[src/rtl/mem_arbiter.sv]
// Shares one fixed-latency external memory port between video, CPU and host loader,
// with periodic refresh. One access in flight; each requester sees a one-cycle ack.
module mem_arbiter #(
  parameter int AW      = 22,
  parameter int LATENCY = 2,
  parameter int REF_PER = 512,
  parameter int STARVE  = 4
) (
  input  logic          clock,
  input  logic          reset,
  input  logic          vReq,
  input  logic [AW-1:0] vA,
  output logic [7:0]    vQ,
  output logic          vAck,
  input  logic          cReq,
  input  logic          cWr,
  input  logic [AW-1:0] cA,
  input  logic [7:0]    cD,
  output logic [7:0]    cQ,
  output logic          cAck,
  input  logic          hReq,
  input  logic          hWr,
  input  logic [AW-1:0] hA,
  input  logic [7:0]    hD,
  output logic [7:0]    hQ,
  output logic          hAck,
  output logic [AW-1:0] memA,
  output logic [7:0]    memD,
  input  logic [7:0]    memQ,
  output logic          memR,
  output logic          memW,
  output logic          rfsh
);
  localparam int RW = (REF_PER > 1) ? $clog2(REF_PER) : 1;
  localparam int SW = $clog2(STARVE + 1);

  typedef enum logic [1:0] {S_IDLE, S_ISSUE, S_WAIT, S_DONE} state_t;
  typedef enum logic [1:0] {G_VID, G_REF, G_CPU, G_HOST} grant_t;

  state_t          state_q, state_d;
  grant_t          grant_q, grant_d;
  logic            wr_q, wr_d;
  logic [3:0]      cnt_q, cnt_d;
  logic [AW-1:0]   memA_q, memA_d;
  logic [7:0]      memD_q, memD_d;
  logic [RW-1:0]   ref_cnt_q, ref_cnt_d;
  logic            ref_pend_q, ref_pend_d;
  logic [SW-1:0]   starve_q, starve_d;
  logic [7:0]      vQ_q, vQ_d, cQ_q, cQ_d, hQ_q, hQ_d;
  logic            vAck_q, vAck_d, cAck_q, cAck_d, hAck_q, hAck_d;
  logic            ref_grant, host_first;

  always_ff @(posedge clock) begin
    if (!reset) begin
      state_q    <= S_IDLE;
      grant_q    <= G_VID;
      wr_q       <= 1'b0;
      cnt_q      <= '0;
      memA_q     <= '0;
      memD_q     <= '0;
      ref_cnt_q  <= RW'(REF_PER - 1);
      ref_pend_q <= 1'b0;
      starve_q   <= '0;
      vQ_q       <= '0;
      cQ_q       <= '0;
      hQ_q       <= '0;
      vAck_q     <= 1'b0;
      cAck_q     <= 1'b0;
      hAck_q     <= 1'b0;
    end else begin
      state_q    <= state_d;
      grant_q    <= grant_d;
      wr_q       <= wr_d;
      cnt_q      <= cnt_d;
      memA_q     <= memA_d;
      memD_q     <= memD_d;
      ref_cnt_q  <= ref_cnt_d;
      ref_pend_q <= ref_pend_d;
      starve_q   <= starve_d;
      vQ_q       <= vQ_d;
      cQ_q       <= cQ_d;
      hQ_q       <= hQ_d;
      vAck_q     <= vAck_d;
      cAck_q     <= cAck_d;
      hAck_q     <= hAck_d;
    end
  end

  always_comb begin
    state_d    = state_q;
    grant_d    = grant_q;
    wr_d       = wr_q;
    cnt_d      = cnt_q;
    memA_d     = memA_q;
    memD_d     = memD_q;
    starve_d   = starve_q;
    ref_grant  = (state_q == S_IDLE) && !vReq && ref_pend_q;
    host_first = (starve_q == SW'(STARVE)) && hReq;
    case (state_q)
      S_IDLE: begin
        if (vReq) begin
          state_d = S_ISSUE;
          grant_d = G_VID;
          wr_d    = 1'b0;
          memA_d  = vA;
        end else if (ref_pend_q) begin
          state_d = S_ISSUE;
          grant_d = G_REF;
          wr_d    = 1'b0;
        end else if (cReq && !host_first) begin
          state_d = S_ISSUE;
          grant_d = G_CPU;
          wr_d    = cWr;
          memA_d  = cA;
          memD_d  = cD;
          if (hReq && starve_q != SW'(STARVE)) starve_d = starve_q + SW'(1);
        end else if (hReq) begin
          state_d  = S_ISSUE;
          grant_d  = G_HOST;
          wr_d     = hWr;
          memA_d   = hA;
          memD_d   = hD;
          starve_d = '0;
        end
      end
      S_ISSUE: begin
        state_d = S_WAIT;
        cnt_d   = 4'(LATENCY - 1);
      end
      S_WAIT: begin
        if (cnt_q == 4'd0) state_d = S_DONE;
        else               cnt_d   = cnt_q - 4'd1;
      end
      S_DONE:  state_d = S_IDLE;
      default: state_d = S_IDLE;
    endcase
    if (!hReq) starve_d = '0;

    // A fresh expiry wins over a same-cycle grant; a pending one is merged.
    ref_cnt_d  = (ref_cnt_q == '0) ? RW'(REF_PER - 1) : ref_cnt_q - RW'(1);
    ref_pend_d = ref_pend_q;
    if (ref_grant)         ref_pend_d = 1'b0;
    if (ref_cnt_q == '0)   ref_pend_d = 1'b1;
  end

  always_comb begin
    vAck_d = 1'b0;
    cAck_d = 1'b0;
    hAck_d = 1'b0;
    vQ_d   = vQ_q;
    cQ_d   = cQ_q;
    hQ_d   = hQ_q;
    memR   = (state_q == S_ISSUE) && (grant_q != G_REF) && !wr_q;
    memW   = (state_q == S_ISSUE) && (grant_q != G_REF) && wr_q;
    rfsh   = (state_q == S_ISSUE) && (grant_q == G_REF);
    if (state_q == S_DONE) begin
      case (grant_q)
        G_VID: begin
          vAck_d = 1'b1;
          vQ_d   = memQ;
        end
        G_CPU: begin
          cAck_d = 1'b1;
          if (!wr_q) cQ_d = memQ;
        end
        G_HOST: begin
          hAck_d = 1'b1;
          if (!wr_q) hQ_d = memQ;
        end
        default: ;
      endcase
    end
  end

  assign memA = memA_q;
  assign memD = memD_q;
  assign vQ   = vQ_q;
  assign cQ   = cQ_q;
  assign hQ   = hQ_q;
  assign vAck = vAck_q;
  assign cAck = cAck_q;
  assign hAck = hAck_q;

endmodule

[config.mk]
export PLATFORM = sky130hd
export DESIGN_NAME = mem_arbiter
export DESIGN_NICKNAME = d
export VERILOG_FILES = /design/src/rtl/mem_arbiter.sv
export SDC_FILE = /design/constraint.sdc
export NUM_CORES = 1
export LEC_CHECK = 0
export ABC_AREA = 1
export ABC_CLOCK_PERIOD_IN_PS = 1300
export BUFFER_PORTS_ARGS = -buffer_cell sky130_fd_sc_hd__buf_2
export CAP_MARGIN = 20
export CORE_MARGIN = 2
export CORE_UTILIZATION = 35
export DETAILED_ROUTE_END_ITERATION = 6
export PLACE_DENSITY_LB_ADDON = 0.25
export REMOVE_ABC_BUFFERS = 1
export SYNTH_ARGS = -nofsm -noshare
export SYNTH_HDL_FRONTEND = slang
export SYNTH_SLANG_ARGS = --single-unit
[constraint.sdc]
create_clock -name clock -period 1.3 [get_ports clock]
set_input_delay 0.065 -clock clock [delete_from_list [all_inputs] [get_ports clock]]
set_output_delay 0.065 -clock clock [all_outputs]
set_load 0.005 [all_outputs]
# Word-level counts from Yosys, hierarchy flattened
# Cells that the tools add are included.
# word_totals
register_bits	79
latchBits	0
mem_bits_rw	0
rom_bits	0
wordCells	98
memories	0
# classes
n_addsub	3
n_mul	0
div	0
n_lt_le_gt_ge	0
eq_ne	14
shift	0
n_mux	29
bitwise	4
n_reduce_logical	33
# op_table
op	count
$mux 22	4
$mux 2	9
$mux 8	2
$reduce_and 2->1	6
$logic_and 1x1->1	9
$logic_not 9->1	1
$mux 1	9
$reduce_and 3->1	3
$sub 9x1->9 const B	1
$eq 2x2->1 const B	4
$pmux 2 s4	1
$pmux 4 s2	1
$reduce_and 4->1	2
$mux 3	2
$ne 2x2->1 const B	3
$reduce_bool 2->1	3
$ne 5x4->1 const B	1
$eq 2x1->1 const B	2
$logic_not 2->1	2
$logic_not 4->1	1
$mux 4	1
$ne 2x1->1 const B	2
$not 1->1	4
$reduce_bool 4->1	1
7 further kinds	9

# Logic depth before layout (Yosys ltp)
# depth
depth_word	8
depth_mapped	9
depth_no_buf	9

# Least setup slack after synthesis
# Ideal clock, no wire load.
# synth_timing
path_kind	flip-flop to flip-flop
from	reg state_q[0]
to	reg cQ_q[3], in the netlist cQ[3]
setup_time_ns	0.132
arrival_time_ns	1.211
t_required_ns	1.168
slack_ns	-0.044
stages_incl_launch_ff	7
cell_sequence	dfxtp_1 > ha_1 > inv_1 > nor2_1 > nand2_2 > nand2_1 > a21oi_1
# synth_via
elab_chain_len	2
# synth_rtl
element	line	source
from (decl)	40	state_t state_q, state_d;
from (signal assigned)	71	state_q <= state_d;
$eq 2x2->1	156	if (state_q == S_DONE) begin
$reduce_and 3->1 (no line)	n/a	
to (signal assigned)	81	cQ_q <= cQ_d;
to (decl)	49	logic [7:0] vQ_q, vQ_d, cQ_q, cQ_d, hQ_q, hQ_d;
# No other way between the ends.
# A chain may end at the register's enable or synchronous reset.

# Worst setup path in the final report
# layout_timing
from	reg state_q[1]
to	out rfsh
# layout_via
elab_chain_len	2
# layout_rtl
element	line	source
$eq 2x1->1	155	rfsh = (state_q == S_ISSUE) && (grant_q == G_REF);
$logic_and 1x1->1	155	
to (decl)	32	output logic rfsh
# No other way between the ends.

==> flow_summary.toml <==
[status]
status = "finished, violations left"
violations = "setup timing"

[setup_path]
r2r_setup_slack_ns = -0.10
cp_num_buf_inv = 5
r2r_start = "state_q[1]$_SDFFE_PN0P_"
crit_slowest_cell = "dfxtp_2"
path_class = "reg -> out"
cp.arrival_ns = 1.34
crit_family = "buffers and inverters"
r2r.worst_path.cells = 7
cp_max_fo = 2
cp-end-kind = "primary output"
worstSetupStartpointType = "flop"
cpPeakStageDelay_ns = 0.33
r2r-end = "memA[1]$_SDFFE_PN0P_"
critPathRequiredTime_ns = 1.24
cp-startpoint = "state_q[1]$_SDFFE_PN0P_"
path_cells = "inv_2 > buf_6 > ha_4 > inv_2 > buf_6 > nor3_4 > buf_2"

[logic_synthesis]
synth_edf_count = 0
syn_area_um2 = 4103
synthFlopType = "dfxtp_1"
synth_top_area_share = 0.3855
yosysTopAreaCell = "dfxtp_1"
synth.avg_cell_area_um2 = 6.585
synth_area_leaders = "dfxtp_1 39%, nand2_1 15%, inv_1 8.8%"
syn_inst = 623
synth_warnings = 0
yosysSeqAreaShare = 0.3855
ys_types = 30
synth_seq_cells = 79
synthArstFlopShare = 0

[cts]
tritoncts = "done"
numCtsBuffers = 9
clock_path_buffers = 2
htreeDepth = 3
clock_sinks = 79
clk_pin_slew_worst_paths_ns = 0.07
clk_latency_ns = 0.34
cts_root_buffer = "clkbuf_16"

[floorplan]
ios = 157
coreArea_um2 = 11420
die_h_um = 112.3
start_util = 0.3593
die_area_um2 = 12600
die_w_um = 112.3
row_count = 39

[final_layout]
final_common_cell = "buf_2"
fillers = 1046
final_cell_mix = "156 x buf_2, 141 x nand2_1, 88 x inv_1"
antenna_cells = 0
finalCoreUtilization = 0.5651
multi_input_area_um2 = 2474
drive_gt1_frac = 0.4179
areaGrowthSynthToFinish_pct = 57.27
seq_area_um2 = 1590
nets = 929
final_area_um2 = 6452
final_cells = 971

[global_route]
antenna_found_initial = 0
grt_overflow_total = 0
grt_util_all_layers = 0.1869
grt_max_degree = 31
grt_pass1_vias = 4273
grt_pass1_wl_um = 19350

[hold_path]
hold_path_startpoint = "cD[2]"
hp-class = "in -> reg"
whs_endpoint = "memD[2]$_SDFFE_PN0P_"
hold_path_depth = 5

[sta]
fin_tns_setup_ns = -2.185
clock_skew_ns = 0.009165
setup_ws_ns = -0.1051
worstMarginPinSlew_ns = 0.3807
fmax_ghz = 0.7117
holdWs_ns = 0.01151
hold_violations = 0
slew_headroom = 0.7459
setup_viol = 36
slew_violations = 0
fin_crit_sh = 1.081
rsz0062_at_grt = "true"
layout_min_cycle_time_ns = 1.405

[placed_design]
place_inst = 928
gp_congestion = 0.8350
dpl_cell_area_um2 = 5210
place_hpwl_um = 8554
dpl_worst_slack_ns = -0.1166
io_buffer_count = 156

[route]
vias = 4599
dr.pass1.iters = 5
totalWireLength_um = 13280
drt_iter0_drc = 275
vias_per_cell = 4.736
antenna_left = 0
drc = 0
wire_per_inst_um = 13.68

[power_and_ir_drop]
total_power_mw = 10.18
total_leakage_power_nw = 3.369
p_per_area_nw_per_um2 = 1578
vdd_drop_max_mv = 0.8481

[flow_run]
drv_cap = 0
worst register-to-register path: cells and delay by family, from the launching register on:
kind | cells | cell delay [ns]
compound gates | 1 | 0.06
fa+ha+maj | 1 | 0.18
buf+inv | 3 | 0.42
flops | 1 | 0.33
simple gates | 2 | 0.31
metal layers:
layer	vias to the layer above	GRT usage	wire, um
li1	2319	-	-
met1	2097	0.2249	5869
met2	155	0.3297	6360
met3	28	0.04590	800
met4	0	0.05691	249
met5	-	0	0
layout make-up:
class	count	area share
inverters	103	0.06069
multi-input cells	417	0.3834
clock inverters	7	0.01144
well taps	143	0.02773
flip-flops and latches	79	0.2465
repair buffers	213	0.2354
clock buffers	9	0.03490
synth_stat cells, drive strengths merged, types with 2 or more instances:
master	number
nand3b	25
o21a	8
o21ai	19
a21oi	43
nand3	51
inv	103
nand2	165
buf	18
nor3	5
ha	9
clkbuf	6
dfxtp	79
xnor2	3
nor2	84
xor2	2
or2	2
logic make-up (layout without fill, tap and decap cells):
logic type,count (synthesis),after routing,synth area share
AOI/OAI and AO/OA,71,71,0.09302
xor gates and xnor gates,5,5,0.01068
adders and majority gates,9,9,0.02745
buffers and inverters,127,332,0.1253
DFF,79,79,0.3855
and+or+nand+nor,332,332,0.3580
timing repair:
action,4_1_cts,5_1_grt
gates resized for setup,36,118
pin swaps,4,29
hold buffers,8,0
buffers inserted,5,6
cloned,2,8
endpoints found under the hold margin,10,0
setup endpoints to repair,48,70
where the power goes:
group	internal, mW	total (mW)	switching [mW]
clock network	1.36	2.49	1.14
registers	2.91	3.22	0.305
logic	2.12	4.47	2.35
total	6.39	10.2	3.79
worst max path at each step:
stage / slack, ns / depth (start not counted) / end
after floorplan: -0.44 / 9 / memD[0]$_SDFFE_PN0P_
after global placement: -0.04 / 8 / memA[3]$_SDFFE_PN0P_
after detailed placement: -0.12 / 8 / starve_q[2]$_SDFFE_PN0P_
after CTS: -0.08 / 8 / memA[18]$_SDFFE_PN0P_
after global routing: -0.18 / 8 / memA[6]$_SDFFE_PN0P_
final: -0.11 / 7 / rfsh
state kept, by name, indices dropped and copies added, names as in the netlist:
signal and flops:
ref_pend_q 1, cAck 1, vAck 1, cnt_q 4, hAck 1, hQ 8
memA 22, wr_q 1, cQ 8, state_q 2, starve_q 3, grant_q 2
ref_cnt_q 9, memD 8, vQ 8
No activity file was read; power rests on OpenSTA's default activity.
